===== config.mk =====
export PLATFORM = sky130hd
export DESIGN_NAME = add_share_arb
export DESIGN_NICKNAME = d
export VERILOG_FILES = /design/src/rtl/add_share_arb.sv
export SDC_FILE = /design/constraint.sdc
export NUM_CORES = 1
export LEC_CHECK = 0
export BUFFER_PORTS_ARGS = -buffer_cell sky130_fd_sc_hd__buf_2
export CORE_MARGIN = 1
export CORE_UTILIZATION = 40
export CTS_CLUSTER_SIZE = 24
export DETAILED_ROUTE_END_ITERATION = 10
export PLACE_DENSITY = 0.73
export SYNTH_ARGS = -nofsm -noshare
export SYNTH_HDL_FRONTEND = slang
export SYNTH_SLANG_ARGS = --single-unit
export TNS_END_PERCENT = 100

===== constraint.sdc =====
create_clock -name clock -period 2.7 [get_ports clock]
set_clock_uncertainty 0.15 [all_clocks]
set_input_delay 0.135 -clock clock [delete_from_list [all_inputs] [get_ports clock]]
set_output_delay 0.135 -clock clock [all_outputs]
set_load 0.02 [all_outputs]

===== src/rtl/add_share_arb.sv =====
// Round-robin arbiter sharing one external 8-bit adder among NREQ requesters.
// Optional build macro ADD_SHARE_SAT_EN: saturate res_data to 8'hFF on carry out.
module add_share_arb #(
    parameter int NREQ = 4,
    parameter int IDW  = 3
) (
    input  logic              clock,
    input  logic              reset,
    input  logic [NREQ-1:0]   req,
    input  logic [8*NREQ-1:0] a_in,
    input  logic [8*NREQ-1:0] b_in,
    output logic [NREQ-1:0]   ack,
    output logic [7:0]        adder_a,
    output logic [7:0]        adder_b,
    input  logic [7:0]        adder_result,
    output logic              res_valid,
    output logic [7:0]        res_data,
    output logic              res_carry,
    output logic [IDW-1:0]    res_id
);

    localparam int DATA_W = 8;
    localparam int PW     = (NREQ > 1) ? $clog2(NREQ) : 1;

`ifdef ADD_SHARE_SAT_EN
    localparam bit SAT_EN = 1'b1;
`else
    localparam bit SAT_EN = 1'b0;
`endif

    function automatic logic [DATA_W-1:0] sat_sum(input logic [DATA_W-1:0] sum,
                                                   input logic carry);
        return (SAT_EN && carry) ? {DATA_W{1'b1}} : sum;
    endfunction

    logic [PW-1:0]     ptr_q, ptr_d;
    logic [NREQ-1:0]   ack_q, ack_d;
    logic [DATA_W-1:0] adda_p1_q, adda_p1_d;
    logic [DATA_W-1:0] addb_p1_q, addb_p1_d;
    logic              vld_p1_q, vld_p1_d;
    logic [IDW-1:0]    id_p1_q, id_p1_d;
    logic              vld_p2_q;
    logic [DATA_W-1:0] data_p2_q;
    logic              carry_p2_q;
    logic [IDW-1:0]    id_p2_q;

    logic [NREQ-1:0]   eligible;
    logic              grant_vld;
    logic [PW-1:0]     grant_idx;
    logic [PW:0]       scan_sum;
    logic [PW-1:0]     scan_idx;
    logic              carry_p1;

    // Stage 0: pick the first eligible requester at or after ptr, wrapping.
    always_comb begin
        eligible  = req & ~ack_q;
        grant_vld = 1'b0;
        grant_idx = '0;
        scan_sum  = '0;
        scan_idx  = '0;
        for (int k = 0; k < NREQ; k++) begin
            scan_sum = {1'b0, ptr_q} + (PW+1)'(k);
            if (scan_sum >= (PW+1)'(NREQ)) begin
                scan_sum = scan_sum - (PW+1)'(NREQ);
            end
            scan_idx = scan_sum[PW-1:0];
            if (!grant_vld && eligible[scan_idx]) begin
                grant_vld = 1'b1;
                grant_idx = scan_idx;
            end
        end
    end

    always_comb begin
        ptr_d     = ptr_q;
        ack_d     = '0;
        adda_p1_d = adda_p1_q;
        addb_p1_d = addb_p1_q;
        vld_p1_d  = grant_vld;
        id_p1_d   = id_p1_q;
        if (grant_vld) begin
            ptr_d            = (grant_idx == PW'(NREQ-1)) ? '0 : grant_idx + 1'b1;
            ack_d[grant_idx] = 1'b1;
            id_p1_d          = IDW'(grant_idx);
            for (int k = 0; k < NREQ; k++) begin
                if (grant_idx == PW'(k)) begin
                    adda_p1_d = a_in[k*DATA_W +: DATA_W];
                    addb_p1_d = b_in[k*DATA_W +: DATA_W];
                end
            end
        end
    end

    // Stage 1: operand registers feed the shared adder; carry recovered by compare.
    assign carry_p1 = (adder_result < adda_p1_q);

    always_ff @(posedge clock) begin
        if (reset) begin
            ptr_q      <= '0;
            ack_q      <= '0;
            adda_p1_q  <= '0;
            addb_p1_q  <= '0;
            vld_p1_q   <= 1'b0;
            id_p1_q    <= '0;
            vld_p2_q   <= 1'b0;
            data_p2_q  <= '0;
            carry_p2_q <= 1'b0;
            id_p2_q    <= '0;
        end else begin
            ptr_q      <= ptr_d;
            ack_q      <= ack_d;
            adda_p1_q  <= adda_p1_d;
            addb_p1_q  <= addb_p1_d;
            vld_p1_q   <= vld_p1_d;
            id_p1_q    <= id_p1_d;
            // Stage 2: registered result
            vld_p2_q   <= vld_p1_q;
            id_p2_q    <= id_p1_q;
            carry_p2_q <= carry_p1;
            data_p2_q  <= sat_sum(adder_result, carry_p1);
        end
    end

    assign ack       = ack_q;
    assign adder_a   = adda_p1_q;
    assign adder_b   = addb_p1_q;
    assign res_valid = vld_p2_q;
    assign res_data  = data_p2_q;
    assign res_carry = carry_p2_q;
    assign res_id    = id_p2_q;

endmodule


* Word level (Yosys, flattened, before mapping)
Index checks and enable logic that the tools add are counted.
** Cells by class
- Reduce and logical (&&, ||, !) cells :: 11
- Bitwise operators :: 3
- $lt $le $gt $ge :: 11
- Eq/ne operators :: 3
- Add/subtract/negate cells :: 8
- Muxes and demuxes :: 31
** Operators by type and width (number)
- 2-to-1 mux 8 bit :: 8
- 2-to-1 mux 2 bit :: 9
- < comparator 2 x 3 -> 1 bit, second input constant :: 5
- greater-or-equal comparator 3 bit, second input constant :: 3
- 2-to-1 mux 1 bit :: 9
- binary-select mux 1 bit (select 2 bit) :: 4
- < comparator 8 bit :: 1
- subtractor 2 x 1 -> 2 bit, second input constant :: 4
- adder 2 x 2 -> 3 bit, second input constant :: 2
- AND 4 bit :: 1
- equality test 2 bit, second input constant :: 2
- logical AND 1 bit :: 4
- NOT 4 bit :: 1
- nonzero test 4 bit :: 1
- adder 2 x 1 -> 3 bit, second input constant :: 1
- greater-or-equal comparator 2 x 3 -> 1 bit, second input constant :: 1
- zero test 1 bit :: 3
- adder 2 x 1 -> 2 bit, second input constant :: 1
- demux 1 bit (select 2 bit) :: 1
- equality test 2 x 1 -> 1 bit, second input constant :: 1
- greater-or-equal comparator 2 x 1 -> 1 bit, second input constant :: 1
- zero test 2 bit :: 1
- AND reduction 2 bit :: 1
- OR reduction 2 bit :: 1
- NOT 1 bit :: 1
** Storage, ports and cells
- Output and inout bits :: 33
- Register bits :: 37
- Word-level logic and storage cells :: 77

* Longest topological paths before layout
Gate-level depths: netlist of the first run.
- Word-level depth :: 19
- Depth in mapped cells :: 11

* Least setup slack after synthesis of the first run
No wires, ideal clock.
- Path type :: flip-flop to flip-flop
- Start :: register ack_q[2] (netlist: ack[2])
- End :: register adda_p1_q[0] (netlist: adder_a[0])
- Arrival time :: 2.137 ns
- Buffers on the path :: 2
- Stages on the path, launching flop included :: 12
- Path slack :: 0.327 ns
- Path through :: dfxtp_1 -> nand2b_1 -> mux2_2 -> o221ai_2 -> inv_1 -> ha_1 -> buf_6 -> buf_12 -> mux2i_1 -> o21ai_1 -> mux2i_1 -> a211oi_1
** On the way
- Cells in the longest elaborated chain, start to end :: 18
** RTL lines
- start, declared :: line 37 : logic [NREQ-1:0] ack_q, ack_d;
- start signal, assigned :: line 111 : ack_q <= ack_d;
- NOT 4 bit (*) :: line 56 : eligible = req & ~ack_q;
- AND 4 bit (*) :: line 56
- binary-select mux 1 bit (select 2 bit) :: line 67 : if (!grant_vld && eligible[scan_idx]) begin
- 2-to-1 mux 1 bit (implied by the code) :: line 67
- 2-to-1 mux 1 bit :: line 67
- zero test 1 bit :: line 67
- logical AND 1 bit :: line 67
- 2-to-1 mux 1 bit :: line 67
- zero test 1 bit :: line 67
- logical AND 1 bit :: line 67
- 2-to-1 mux 1 bit :: line 67
- zero test 1 bit :: line 67
- logical AND 1 bit :: line 67
- 2-to-1 mux 2 bit (*) :: line 67
- via grant_idx[0] :: line 49 : logic [PW-1:0] grant_idx;
- equality test 2 x 1 -> 1 bit :: line 86 : if (grant_idx == PW'(k)) begin
- 2-to-1 mux 8 bit (3 in series) :: line 86
- end signal, assigned :: line 112 : adda_p1_q <= adda_p1_d;
- end, declared :: line 38 : logic [DATA_W-1:0] adda_p1_q, adda_p1_d;
The timed path passes the listed nets; every way through them passes the cells marked *. The select of a mux whose other input is x is not followed.
A chain may end at the register's enable or synchronous reset.

* Final worst setup path of the first run
Same ends and word-level chain as after synthesis.

==> results of run 1 <==
[worst max path at each step]
stage	slack (ns)	to	depth (start not counted)
global route	0.03	adder_a[1]$_SDFFE_PP0P_	10
CTS	0.17	adder_a[0]$_SDFFE_PP0P_	10
floorplan	0.33	adder_a[0]$_SDFFE_PP0P_	11
finish	0.27	adder_a[0]$_SDFFE_PP0P_	10
global placement	0.27	adder_a[2]$_SDFFE_PP0P_	10
detailed placement	0.16	adder_a[0]$_SDFFE_PP0P_	10
[worst max-delay path, stage by stage, from the launching register on]
cell and delay (ns):
dfxtp_1 0.32, nand2b_1 0.20, mux2_2 0.33, o221ai_4 0.21, inv_1 0.10, ha_1 0.25
buf_6 0.19, mux2i_1 0.13, o21ai_1 0.14, mux2i_1 0.09, a211oi_1 0.23
[cell families after synthesis]
family	after synthesis
AOI/OAI and AO/OA	50
adders and majority gates	11
buffers and inverters	24
DFF	37
muxes	33
other	1
and+or+nand+nor	67
[routing by layer]
metal  track usage (%)  wire [microns]
met1              21.8            2030
met3              4.70             306
met5                 0               0
met2              30.8            1980
met4              6.54              53
[registers in the layout, summed over array words and instances, names as in the netlist]
name and flops:
ptr_q 2, ack 4, res_carry 1, vld_p1_q 1, adder_b 8, res_valid 1, res_data 8, adder_a 8
res_id 2, id_p1_q 2
[metrics by stage]
step / util (%) / area [sq um]
after floorplan: - / 2010
after detailed placement: 53.4 / 2560
after global routing: 57.2 / 2740
final: 57.2 / 2740
after global placement: 53.4 / 2560
after CTS: 56.9 / 2720
[area by class of cell]
class,instances,area [sq um],share of cell area [%]
Timing Repair Buffer,121,659,24.1
Clock buffer,5,68.8,2.51
Sequential cell,37,742,27.1
Multi-Input combinational cell,162,1130,41.3
Tap cell,67,83.8,3.06
Inverter,10,37.5,1.37
Clock inverter,3,17.5,0.640
[cells in the final DEF, fill, tap and decap left out, drive strengths merged, types with 5 or more instances in the layout]
cell         count
a211oi          17
a21oi            5
buf            113
clkbuf           5
dfxtp           37
dlygate4sd3      8
ha              11
inv             10
mux2i           32
nand2           24
nor2            19
nor2b           12
o21ai           21
[power by group through the flow]
stage	clock [mW]	combinational [mW]	sequential, mW
2_1_floorplan	0	0.795	0.935
5_1_grt	0.409	1.37	0.808
6_report	0.373	1.21	0.784
4_1_cts	0.390	1.21	0.782
3_3_place_gp	0	1.18	0.794
3_5_place_dp	0	1.20	0.794
[repair_timing]
item | in CTS | in global routing
setup endpoints to repair | 0 | 4
hold buffers | 8 | 0
endpoints found under the hold margin | 8 | 0
setup buffers | 0 | 0
gates resized for setup | 0 | 3
==> impl_metrics.ini, run 1 <==
[min_path]
hp-start = a_in[28]
hold_depth = 3
hold_end = adder_a[4]$_SDFFE_PP0P_
hold_class = in2reg

[grt]
overflow = 0
grt.total_usage_pct = 18.1
antenna_found_initial = 0
grt_pass1_wl_microns = 7370
grt_max_degree = 34
grt_pass1_vias = 1670

[finish]
final_nets = 426
finalNonFillerCells = 405
area_delta_synth_final_pct = 36.6
fillers = 431
drive_gt1_share_pct = 37.3
antenna_cells = 0

[yosys]
synth_enable_flop_cells = 0
synth_nets = 312
synth_top_cells_by_count = dfxtp_1, mux2i_1, nand2_1
synth-xor-area-share_pct = 0
syn_inst = 223
synthTopCellsByArea = dfxtp_1, mux2i_1, ha_1
yosysTopAreaCell = dfxtp_1
synth_area_sq_mm = 0.00201
yosys_warnings = 0
synth_mux_area_share_pct = 16.5
synth-compound-area-share_pct = 15.9
yosys.area.top_type_share_pct = 36.9
synth.yosys.seq_area_share_pct = 36.9
synthDistinctLibCells = 32
synthArstFlopShare_pct = 0
synth_fa_ha_area_share_pct = 6.86
synthSimpleGateAreaFrac_pct = 16.3
ys_ff_latch = 37
synth.most_common_cell = dfxtp_1
synth_ff_type = dfxtp_1
avgSynthCellArea_sq_um = 8.99
synth_top_family_by_area = multiplexers

[power]
p_comb_share_pct = 51.1
p_switching_mw = 0.956
p_total_mw = 2.37
peakVddDrop_mv = 0.329
pwr-share-seq_pct = 33.1
p_per_area_mw_per_mm2 = 864
clkPwrFrac_pct = 15.8
p_int_mw = 1.41
p_leak_nw = 1.33
p_sw_share_pct = 40.4

[sta]
worstMarginPinSlew_ns = 0.777
hold_violations = 0
tns_ns = 0
min_period_ns = 2.43
finalSetupViolations = 0
fin_hold_ws_ns = 0.0395
drv_slew = 0
fmax_mhz = 411
setup_slack_ns = 0.266
finalCritPeriodShare_pct = 90.2
rsz0062_at_grt = false
relSlewSlack_pct = 48.1

[die]
rows = 25
initial_utilization_pct = 41.9
die_h_microns = 72.8
io_pins = 111
dieArea_sq_mm = 0.00530
core_area_sq_mm = 0.00479
die_w_microns = 72.8

[clocking]
clockBufferDepth = 2
clock_latency_ns = 0.29
clkTransAtPathRegs_ns = 0.07
cts_made_buffers = 5
cts_sinks = 37
cts_tree = built
htreeDepth = 2
cts-root-buf = clkbuf_8

[worst_setup_path]
critPathKind = reg2reg
rrSetupSlack_ns = 0.27
r2r-end = adder_a[0]$_SDFFE_PP0P_
arrival_ns = 2.48
crit_start = ack[2]$_SDFF_PP0_
startpoint_type = register
worstRegToRegCells = 10
worstSetupEndpointType = register
reg2reg_from = ack[2]$_SDFF_PP0_
crit_required_ns = 2.75
crit_path_max_fanout = 15

[job]
max-cap-violations = 0

[drt]
num_vias = 1851
vias_per_cell = 4.57
wl_per_cell_microns = 10.8
drt-initial-drc-count = 54
drt-pass1-iter-count = 4
drc_errors = 0
ant_nets = 0
wl_microns = 4380

[place]
placedCellCount = 389
place_ws_ns = 0.165
routabilityCongestion = 0.762
port_buffers = 109
hpwlAfterDp_microns = 3440

[status]
status = finished, final reports clean
No activity file was read; power rests on OpenSTA's default activity.
==> run 2: changes to the inputs <==
--- a/config.mk
+++ b/config.mk
@@ -6,11 +6,13 @@
 export NUM_CORES = 1
 export LEC_CHECK = 0
 export BUFFER_PORTS_ARGS = -buffer_cell sky130_fd_sc_hd__buf_2
+export CELL_PAD_IN_SITES_DETAIL_PLACEMENT = 1
+export CELL_PAD_IN_SITES_GLOBAL_PLACEMENT = 1
 export CORE_MARGIN = 1
-export CORE_UTILIZATION = 40
+export CORE_UTILIZATION = 31
 export CTS_CLUSTER_SIZE = 24
 export DETAILED_ROUTE_END_ITERATION = 10
-export PLACE_DENSITY = 0.73
+export PLACE_DENSITY_LB_ADDON = 0.1
 export SYNTH_ARGS = -nofsm -noshare
 export SYNTH_HDL_FRONTEND = slang
 export SYNTH_SLANG_ARGS = --single-unit
==> run 2 against run 1 <==
Clock-buffer cell count stayed put. Total power grew 3.3%. Cell count rose by 2.5%. Sequential share of layout area is 0.36 points lower. Non-clock buffer count is 2 higher. Flip-flop and latch count stayed put. Combinational power is 6% higher. Critical path depth shrank 1. Via count grew 5.2%. Global-route usage is 0.79 points lower. Maximum frequency down 1.5%. Sequential power is 0.9% higher.
==> impl_metrics.ini, run 2 (synthesized netlist as in run 1, its figures left out) <==
[finish]
final_util_pct = 45.5
antenna_cells = 0
layout_common_cells = buf_2, dfxtp_1, mux2i_1
drive_gt1_share_pct = 37.4
final_common_cell = buf_2
area_delta_synth_final_pct = 38.2
final_nets = 428

[place]
routabilityCongestion = 0.763
hpwlAfterDp_microns = 4310
port_buffers = 109
place_ws_ns = 0.246

[sta]
finalCritPeriodShare_pct = 91.6
hold_violations = 0
relSlewSlack_pct = 45.5
drv_slew = 0
tns_ns = 0
min_period_ns = 2.47
finalSetupViolations = 0
fmax_mhz = 405
worstMarginPinSlew_ns = 0.815
rsz0062_at_grt = false
setup_slack_ns = 0.228

[worst_setup_path]
reg2reg_from = ptr_q[1]$_SDFFE_PP0N_
rrSetupSlack_ns = 0.23
worstSetupEndpointType = register
r2r-end = adder_a[1]$_SDFFE_PP0P_
worstRegToRegCells = 9
critPathKind = reg2reg
crit_required_ns = 2.74
crit_path_max_fanout = 7
arrival_ns = 2.51
startpoint_type = register

[drt]
wl_per_cell_microns = 13.4
wl_microns = 5570
ant_nets = 0
drt-initial-drc-count = 23
vias_per_cell = 4.69
drc_errors = 0
num_vias = 1947
drt-pass1-iter-count = 4

[clocking]
clockBufferDepth = 2
cts-root-buf = clkbuf_8
clkTransAtPathRegs_ns = 0.07
htreeDepth = 2
cts_sinks = 37
cts_tree = built
clock_latency_ns = 0.28
cts_made_buffers = 5

[die]
core_area_sq_mm = 0.00610
dieArea_sq_mm = 0.00680
die_h_microns = 82.4
io_pins = 111
die_w_microns = 82.4
initial_utilization_pct = 32.9
rows = 28

[grt]
grt_max_degree = 34
grt_pass1_wl_microns = 8740
overflow = 0
antenna_found_initial = 0
grt.total_usage_pct = 17.3
grt_pass1_vias = 1859

[power]
p_comb_share_pct = 52.2
p_switching_mw = 1.01
p_per_area_mw_per_mm2 = 882
p_int_mw = 1.44
p_leak_nw = 1.34
pwr-share-seq_pct = 32.3
peakVddDrop_mv = 0.297
clkPwrFrac_pct = 15.4
p_sw_share_pct = 41.1

[status]
status = finished, final reports clean

[min_path]
hp-start = a_in[30]
hold_depth = 3
hold_end = adder_a[6]$_SDFFE_PP0P_
hold_class = in2reg

[job]
max-cap-violations = 0
==> run 2: per-stage QoR <==
stage          std cells  power (mW)  hold WS, ns  instance area (sq um)
6_report             415        2.45       0.0453                   2770
3_5_place_dp         399        2.07        0.228                   2590
4_1_cts              415        2.48       0.0396                   2760
2_1_floorplan        223        1.73       0.0566                   2010
5_1_grt              415        2.66       0.0516                   2770
3_3_place_gp         399        2.05        0.213                   2590
==> run 2: cell type report <==
cell class                 count  area, sq um
sequential                    37          741
tap                           75         93.8
multi-input combinational    162         1130
inverter                      10         37.5
timing repair buffer         123          683
clock buffer                   5         68.8
clock inverter                 3         17.5
fill                         774         3320
==> run 2: worst max path at each step <==
| stage | from | endpoint | depth (start not counted) |
|---|---|---|---|
| 2_1_floorplan | ack[2]$_SDFF_PP0_ | adder_a[0]$_SDFFE_PP0P_ | 11 |
| 3_3_place_gp | ack[2]$_SDFF_PP0_ | adder_a[5]$_SDFFE_PP0P_ | 10 |
| 3_5_place_dp | ack[2]$_SDFF_PP0_ | adder_b[0]$_SDFFE_PP0P_ | 10 |
| 4_1_cts | ack[2]$_SDFF_PP0_ | adder_a[1]$_SDFFE_PP0P_ | 10 |
| 5_1_grt | ack[2]$_SDFF_PP0_ | adder_a[1]$_SDFFE_PP0P_ | 10 |
| 6_report | ptr_q[1]$_SDFFE_PP0N_ | adder_a[1]$_SDFFE_PP0P_ | 9 |
==> run 2: power by group through the flow <==
stage	clock network (mW)	logic [mW]	registers [mW]
2_1_floorplan	0	0.795	0.935
3_3_place_gp	0	1.25	0.796
3_5_place_dp	0	1.27	0.800
4_1_cts	0.396	1.29	0.787
5_1_grt	0.415	1.43	0.810
6_report	0.377	1.28	0.791
==> run 2: what timing repair did <==
action,4_1_cts,5_1_grt
setup endpoints to repair,0,1
buffers inserted,0,0
gates resized for setup,0,1
hold endpoints to repair,8,0
hold buffers,8,0
==> run 2: critical path, cell delays in order (launching register included) <==
cell and delay, ns:
dfxtp_1 0.47, mux2_2 0.41, o221ai_4 0.23, inv_1 0.10, ha_1 0.22, buf_4 0.18, mux2i_1 0.12, o21ai_1 0.15
mux2i_1 0.09, a211oi_1 0.25
==> run 2: per-layer routing <==
layer	share of wire (%)	track usage, %	vias to the layer above
met1	43	21.3	863
met2	48	28.8	75
met4	0.92	5.26	0
met5	0	0	-
met3	7.5	5.05	4
li1	-	-	1005
